`config.mk`:
```
export PLATFORM = sky130hd
export DESIGN_NAME = sensor_frontend
export DESIGN_NICKNAME = d
export VERILOG_FILES = /design/src/rtl/sensor_frontend_pkg.sv /design/src/rtl/sensor_frontend_debounce_cell.sv /design/src/rtl/sensor_frontend.sv
export SDC_FILE = /design/constraint.sdc
export NUM_CORES = 1
export LEC_CHECK = 0
export ABC_AREA = 1
export BUFFER_PORTS_ARGS = -buffer_cell sky130_fd_sc_hd__buf_2
export CAP_MARGIN = 0
export CORE_ASPECT_RATIO = 1.5
export CORE_MARGIN = 2
export CORE_UTILIZATION = 59
export DETAILED_ROUTE_END_ITERATION = 7
export PLACE_DENSITY_LB_ADDON = 0.2
export SYNTH_ARGS = -nofsm -noshare
export SYNTH_HDL_FRONTEND = slang
export SYNTH_HIERARCHICAL = 1
export SYNTH_SLANG_ARGS = --single-unit
```
`constraint.sdc`:
```
create_clock -name clk -period 2.48 [get_ports clk]
set_clock_uncertainty 0.2 [all_clocks]
set_input_delay 0.124 -clock clk [delete_from_list [all_inputs] [get_ports clk]]
set_output_delay 0.124 -clock clk [all_outputs]
set_load 0.02 [all_outputs]
```
`src/rtl/sensor_frontend_pkg.sv`:
```
`default_nettype none
// ============================================================================
// Module   : sensor_frontend_pkg
// Purpose  : Shared constants, types and helpers for the sensor front end.
// Revision : 1.0 - initial release
// ============================================================================
package sensor_frontend_pkg;

    localparam int c_debounce_cycles = 8;
    localparam int c_num_channels    = 4;
    localparam int c_db_cnt_w        = 8;

    localparam int c_temp_w          = 7;
    localparam int c_avg_depth       = 4;
    localparam int c_avg_shift       = $clog2(c_avg_depth);
    localparam int c_smp_cnt_w       = $clog2(c_avg_depth);
    // 4 x 127 = 508 fits in 9 bits, so the running sum never wraps
    localparam int c_acc_w           = 9;

    typedef logic [c_temp_w-1:0]    temp_t;
    typedef logic [c_acc_w-1:0]     acc_t;
    typedef logic [c_db_cnt_w-1:0]  db_cnt_t;
    typedef logic [c_smp_cnt_w-1:0] smp_cnt_t;

    localparam temp_t c_temp_init = 7'd20;

    function automatic temp_t avg_of(input acc_t sum);
        return temp_t'(sum >> c_avg_shift);
    endfunction

endpackage : sensor_frontend_pkg
`default_nettype wire

```
`src/rtl/sensor_frontend_debounce_cell.sv`:
```
`default_nettype none
// ============================================================================
// Module   : debounce_cell
// Purpose  : Two-flop synchroniser followed by a hold-time debouncer.
// Revision : 1.0 - initial release
// ============================================================================
module debounce_cell
    import sensor_frontend_pkg::*;
#(
    parameter int DEBOUNCE_CYCLES = c_debounce_cycles
) (
    input  logic clk,
    input  logic rst_n,
    input  logic raw,
    output logic level
);

    localparam db_cnt_t c_last = db_cnt_t'(DEBOUNCE_CYCLES - 1);

    logic    r_sync1;
    logic    r_sync2;
    logic    r_stable;
    db_cnt_t r_cnt;

    always_ff @(posedge clk or negedge rst_n) begin
        if (!rst_n) begin
            r_sync1  <= 1'b0;
            r_sync2  <= 1'b0;
            r_stable <= 1'b0;
            r_cnt    <= '0;
        end else begin
            r_sync1 <= raw;
            r_sync2 <= r_sync1;
            // Any return to the stable level restarts the hold window
            if (r_sync2 != r_stable) begin
                if (r_cnt == c_last) begin
                    r_stable <= r_sync2;
                    r_cnt    <= '0;
                end else begin
                    r_cnt <= r_cnt + db_cnt_t'(1);
                end
            end else begin
                r_cnt <= '0;
            end
        end
    end

    assign level = r_stable;

endmodule : debounce_cell
`default_nettype wire

```
`src/rtl/sensor_frontend.sv`:
```
`default_nettype none
// ============================================================================
// Module   : sensor_frontend
// Purpose  : Debounces four contact sensors and averages temperature samples.
// Revision : 1.0 - initial release
// ============================================================================
module sensor_frontend
    import sensor_frontend_pkg::*;
#(
    parameter int    DEBOUNCE_CYCLES = c_debounce_cycles,
    parameter temp_t TEMP_INIT       = c_temp_init
) (
    input  logic                clk,
    input  logic                Rst_n,
    input  logic                raw_SFD,
    input  logic                raw_SRD,
    input  logic                raw_SW,
    input  logic                raw_SFA,
    input  logic [c_temp_w-1:0] T_raw,
    input  logic                T_valid,
    output logic                SFD,
    output logic                SRD,
    output logic                SW,
    output logic                SFA,
    output logic [c_temp_w-1:0] ST,
    output logic                temp_upd
);

    localparam smp_cnt_t c_last_sample = smp_cnt_t'(c_avg_depth - 1);

    logic [c_num_channels-1:0] w_raw;
    logic [c_num_channels-1:0] w_level;

    assign w_raw = {raw_SFA, raw_SW, raw_SRD, raw_SFD};

    for (genvar i = 0; i < c_num_channels; i++) begin : g_debounce
        debounce_cell #(
            .DEBOUNCE_CYCLES (DEBOUNCE_CYCLES)
        ) u_cell (
            .clk   (clk),
            .rst_n (Rst_n),
            .raw   (w_raw[i]),
            .level (w_level[i])
        );
    end

    assign SFD = w_level[0];
    assign SRD = w_level[1];
    assign SW  = w_level[2];
    assign SFA = w_level[3];

    acc_t     r_acc;
    smp_cnt_t r_cnt;
    temp_t    r_st;
    logic     r_upd;
    acc_t     w_sum;

    // The final sample is folded in directly so the update lands one edge after it
    assign w_sum = r_acc + acc_t'(T_raw);

    always_ff @(posedge clk or negedge Rst_n) begin
        if (!Rst_n) begin
            r_acc <= '0;
            r_cnt <= '0;
            r_st  <= TEMP_INIT;
            r_upd <= 1'b0;
        end else begin
            r_upd <= 1'b0;
            if (T_valid) begin
                if (r_cnt == c_last_sample) begin
                    r_st  <= avg_of(w_sum);
                    r_upd <= 1'b1;
                    r_acc <= '0;
                    r_cnt <= '0;
                end else begin
                    r_acc <= w_sum;
                    r_cnt <= r_cnt + smp_cnt_t'(1);
                end
            end
        end
    end

    assign ST       = r_st;
    assign temp_upd = r_upd;

endmodule : sensor_frontend
`default_nettype wire

```
* Word level (Yosys, flattened, before mapping) *
Index checks and enable logic that the tools add are counted.
W data, S select, Z words.

storage, ports and cells
  register bits after elaboration = 63
  input bits = 14
  output and inout bits = 12
  logic and storage cells = 52

cells by class
  $add $sub $neg = 6
  eq/ne operators = 9
  mux-type cells = 12
  reduce and logical (&&, ||, !) cells = 5

operators with widths
  operator               number
  $mux W8                8
  $add A8 B1 Y8 const B  4
  $eq A8 B3 Y1 const B   4
  $reduce_and A2 Y1      5
  $add A9 B7 Y9          1
  $mux W9                1
  $ne A1 B1 Y1           4
  $add A2 B1 Y2 const B  1
  $eq A2 B2 Y1 const B   1
  $mux W1                2
  $mux W2                1

* Logic depth before layout (Yosys ltp) *
  depth after elaboration = 3
  gate-level depth with buffers = 9
  depth with buffers taken out = 9

* Hierarchy *
Netlist, hierarchy kept.

by module, submodules not included
  module           instances  cells each  area each (sq um)  sequential area each (sq um)
  debounce_cell    4          61          531.8              275.3
  sensor_frontend  1          137         1117.3             478.0

* Worst setup path after synthesis *
Ideal clock, no wire load.

  path kind = register to register
  from = reg r_acc[0]
  to = reg r_st[6], in the netlist ST[6]
  setup time = 117 ps
  data arrival time = 1420 ps
  data required time = 2163 ps
  path slack = 743 ps
  cell stages (with the launch flop) = 9
  path buffers = 0
  clock period less this slack = 1737 ps
  cells stage by stage = dfrtp_1 ha_1 fa_1 nand2_1 nand2_1 nand3_1 nand3_1 nand3_1 nand2_1

on the way
  word-level cells in the longest chain between the ends = 1

RTL lines
  item                    RTL line               text
  from (decl)             sensor_frontend.sv:52  acc_t r_acc;
  from (signal assigned)  sensor_frontend.sv:76  r_acc <= w_sum;
  $add A9 B7 Y9           sensor_frontend.sv:59  assign w_sum = r_acc + acc_t'(T_raw);
  to (signal assigned)    sensor_frontend.sv:71  r_st <= avg_of(w_sum);
  to (decl)               sensor_frontend.sv:54  temp_t r_st;

No other way between the ends.
A chain may end at the register's enable or synchronous reset.

* Worst setup path in the final report *
  from = in T_raw[0]
  to = reg r_st[6], in the netlist ST[6]

on the way
  word-level cells in the longest chain between the ends = 1

RTL lines
  item           RTL line               text
  from (decl)    sensor_frontend.sv:19  input logic [c_temp_w-1:0] T_raw,
  $add A9 B7 Y9  sensor_frontend.sv:59

No other way between the ends.

==> results by group <==
Outcome
  – Status: completed

Drt
  – Routed wire length: 5986 microns
  – Mean routed wirelength per cell: between 10 and 15 microns
  – Post-detailed-route DRC marker count: 0
  – Number of antenna-violating nets in the routed design: 0
  – Via count: around 2500
  – Via/cell ratio: around 5
  – Initial DRT Pass Iterations: 4
  – Initial DRC Count: approximately 110

STA
  – Peak clock frequency supported by timing: 0.5039 GHz
  – Max Slew Vio Count: 0
  – Final cycle utilization of the critical path: 80.03%
  – Unrepaired setup endpoints after global routing: false
  – Worst slew margin relative to its limit: between 60% and 70%
  – Final setup violation count: 0
  – Post-route setup slack: 0.4953 ns
  – Actual slew at the worst max-slew pin: 0.5218 ns
  – Sum of negative setup slack: 0 ns
  – Final hold violation count: 0
  – Minimum clock period: ~2.0 ns

Setup path
  – CP bufs+invs: 2
  – Data required time of the worst path: 2.50 ns
  – FF-to-FF End: ST[6]
  – Cells along the critical path: dlygate4sd3_1 > buf_2 > ha_1 > fa_1 > nand2_1 > nand2_1 > nand3_1 > nand3_1 > nand3_1 > nand2_1
  – Nature of the critical path endpoint: register
  – Slowest cell on the critical path: sky130_fd_sc_hd__dlygate4sd3_1
  – FF-to-FF Start: r_acc[0]
  – Data arrival time of the critical path: 2.00 ns
  – Critical Path Max Stage Delay: 0.54 ns
  – Logic depth of the worst register-to-register path: 8
  – Family with the most delay on the worst path: buffers and inverters
  – Kind of start point of the critical path: primary input
  – Kind of critical path: primary input to register
  – Slack of the worst reg-to-reg path: 0.58 ns
  – Biggest fanout along the worst timing path: 4

Synth
  – Gate Count Post-Synth: 381
  – Synth Cell Area: 3244 sq um
  – Yosys Warn Count: 6
  – Post-synthesis average cell area: 8.515 sq um
  – FF+latch count, synth: 63
  – Post-Synthesis Net Count: 412
  – Sequential area share after synthesis: 48.67%
  – Number of different library cells in the post-synthesis netlist: 27

Pwr
  – Total power density per cell area: 973.9 nW/um^2
  – Static leakage: 1.900 nW
  – Worst ir drop on vdd: 0.5964 mV
  – Total power: 0.003635 W

Global route
  – Initial antenna violation count: 0
  – Remaining global-route overflow: 0
  – Maximum number of pins on one net before global-route repair: 43
  – Vias in the first global route: about 2600
  – Wire length of the first global-routing pass: 10900 microns
  – Combined global-route utilization of all metal layers: 23.21%

Placed design
  – HPWL Detailed: 4443 microns
  – Total placed cells including tap cells: 476
  – Placed inst area: ~3500 sq um
  – Pre-CTS WS: around 0.59 ns
  – Placer Congestion: 0.8806
  – Input/output buffers: 25

Final layout
  – Nets: 455
  – P&R area growth vs syn: 15.04%
  – Fraction of final layout cells sized beyond drive strength 1: 16.55%
  – Number of fill cells in the layout: about 460
  – Final std cell area, no fill: 3732 sq um
  – Number of non-filler instances in the completed layout: 499
  – Diodes inserted: 0

Clocking
  – Clock tree from TritonCTS: built
  – Clock transition at the register clock pins on the worst setup and hold paths after CTS: approximately 0.06 ns
  – Clock net sink count: 63
  – Total of cells resized after clock tree synthesis: 0
  – Root Driver: sky130_fd_sc_hd__clkbuf_8
  – Number of post-CTS setup repair buffers: 0
  – Number of H-tree levels: 3
  – CTS buffer count: 9
  – Clock latency on the worst-skew pair: ~0.33 ns
  – Bufs on Longest Clock Path: 2

Hold path
  – Path category of the worst min-delay check: primary input to register
  – Worst hold path startpoint: T_raw[1]
  – Hold Path Stages: 3
  – Endpoint of the worst hold-timing path: r_acc[1]

Floorplanning
  – Boundary Pins: 26
  – Initial standard-cell utilization of the core: between 60% and 70%
  – Chip Height: 94.82 microns
  – Core Area: 5368 sq um
  – Die Outline Area: 6120 sq um
  – Site Rows: 33
  – Die W: 64.55 microns

Job
  – Count of max-cap constraint violations: 0
## stage by stage
stage / utilization (%) / hold WS [ns]
5_1_grt: 69.53 / 0.07374
3_5_place_dp: 64.69 / -0.07211
6_report: 69.53 / 0.04224
2_1_floorplan: - / -0.3716
3_3_place_gp: 64.69 / -0.07242
4_1_cts: 69.53 / 0.02866
## sequential cells by signal, indices dropped and copies added, names as in the netlist
name                       count
temp_upd                       1
g_debounce.u_cell/r_sync2      4
ST                             7
g_debounce.u_cell/r_sync1      4
g_debounce.u_cell/level        4
r_acc                          9
g_debounce.u_cell/r_cnt       32
r_cnt                          2
## worst max-delay path by stage
stage / startpoint / cells after the start / slack (ns) / to
floorplan: r_acc[0] / 8 / 0.74 / ST[6]
global placement: r_acc[0] / 8 / 0.63 / ST[6]
detailed placement: r_acc[0] / 8 / 0.59 / ST[6]
CTS: T_raw[0] / 10 / 0.54 / ST[6]
global route: T_raw[0] / 10 / 0.39 / ST[6]
finish: T_raw[0] / 10 / 0.50 / ST[6]
## synth_stat cells
cell type	instances	area [sq um]
sky130_fd_sc_hd__o21ai_2	4	35.03
sky130_fd_sc_hd__a22o_1	2	17.52
sky130_fd_sc_hd__a21oi_4	1	16.27
sky130_fd_sc_hd__nor2_2	8	50.05
sky130_fd_sc_hd__a21oi_1	4	20.02
sky130_fd_sc_hd__xor2_1	12	105.1
sky130_fd_sc_hd__ha_1	16	200.2
sky130_fd_sc_hd__nand3_1	36	180.2
sky130_fd_sc_hd__dfrtp_1	61	1526
sky130_fd_sc_hd__nor2_8	1	20.02
sky130_fd_sc_hd__nand3_2	4	40.04
sky130_fd_sc_hd__inv_2	1	3.750
sky130_fd_sc_hd__clkinv_2	1	5.000
sky130_fd_sc_hd__inv_1	41	153.9
sky130_fd_sc_hd__nand2_1	104	390.4
sky130_fd_sc_hd__nand3b_1	6	45.04
sky130_fd_sc_hd__a21o_1	2	15.01
sky130_fd_sc_hd__nand2_2	6	37.54
sky130_fd_sc_hd__or2_4	2	17.52
sky130_fd_sc_hd__xnor2_1	5	43.79
sky130_fd_sc_hd__nor2_1	48	180.2
sky130_fd_sc_hd__buf_2	1	5.000
sky130_fd_sc_hd__o21ai_1	4	20.02
sky130_fd_sc_hd__a21oi_2	1	8.760
sky130_fd_sc_hd__dfstp_2	2	52.55
sky130_fd_sc_hd__fa_1	1	20.02
sky130_fd_sc_hd__o21ai_0	7	35.03
## where the power goes
part / switching, W / leakage, nW / internal, W
clock: 0.000373 / 0.100 / 0.000487
sequential: 0.000230 / 0.819 / 0.00129
combinational: 0.000774 / 0.981 / 0.000482
total: 0.00138 / 1.90 / 0.00226
## placed cells by master (no fill, tap or decap), types with 4 or more instances in the layout
master,netlist,routed
sky130_fd_sc_hd__a21oi_1,4,4
sky130_fd_sc_hd__buf_2,1,25
sky130_fd_sc_hd__clkbuf_8,0,10
sky130_fd_sc_hd__clkinv_2,1,4
sky130_fd_sc_hd__dfrtp_1,61,61
sky130_fd_sc_hd__dlygate4sd3_1,0,7
sky130_fd_sc_hd__ha_1,16,16
sky130_fd_sc_hd__inv_1,41,41
sky130_fd_sc_hd__nand2_1,104,104
sky130_fd_sc_hd__nand2_2,6,6
sky130_fd_sc_hd__nand3_1,36,36
sky130_fd_sc_hd__nand3_2,4,4
sky130_fd_sc_hd__nand3b_1,6,6
sky130_fd_sc_hd__nor2_1,48,48
sky130_fd_sc_hd__nor2_2,8,8
sky130_fd_sc_hd__o21ai_0,7,7
sky130_fd_sc_hd__o21ai_1,4,4
sky130_fd_sc_hd__o21ai_2,4,4
sky130_fd_sc_hd__xnor2_1,5,5
sky130_fd_sc_hd__xor2_1,12,12
## cells by family after synthesis
| kind of cell | share of synthesized area (%) |
|---|---|
| AO/OA/AOI/OAI | 5.168 |
| XOR/XNOR | 4.589 |
| adder cells (fa/ha/maj) | 6.787 |
| buffers and inverters | 5.167 |
| flip-flops | 48.67 |
| AND/OR/NAND/NOR | 29.62 |
## metal layers
metal  global-route usage, %  share of wire [%]  up-vias
met3                   5.602                2.5       11
li1                        -                  -     1283
met4                   9.397                1.9        0
met5                       0                  0        -
met2                   44.79                 56       35
met1                   23.45                 39     1203
## cell type report
type	instances	area, sq um	area share (%)
inverters	43	162.7	4.358
multi-input cells	274	1498	40.13
clock inverters	4	45.04	1.207
clock buffers	12	145.1	3.889
repair buffers	33	215.2	5.766
well taps	70	87.58	2.347
flip-flops and latches	63	1579	42.31
## what timing repair did
item / 4_1_cts / 5_1_grt
endpoints found under the setup margin: 0 / 0
hold endpoints to repair: 71 / 0
hold buffers: 7 / 0
## worst min-delay path, cell delays in order
cell and delay (ns):
sky130_fd_sc_hd__buf_2 0.11, sky130_fd_sc_hd__fa_1 0.17, sky130_fd_sc_hd__a22o_1 0.13
No activity file was read; power rests on OpenSTA's default activity.
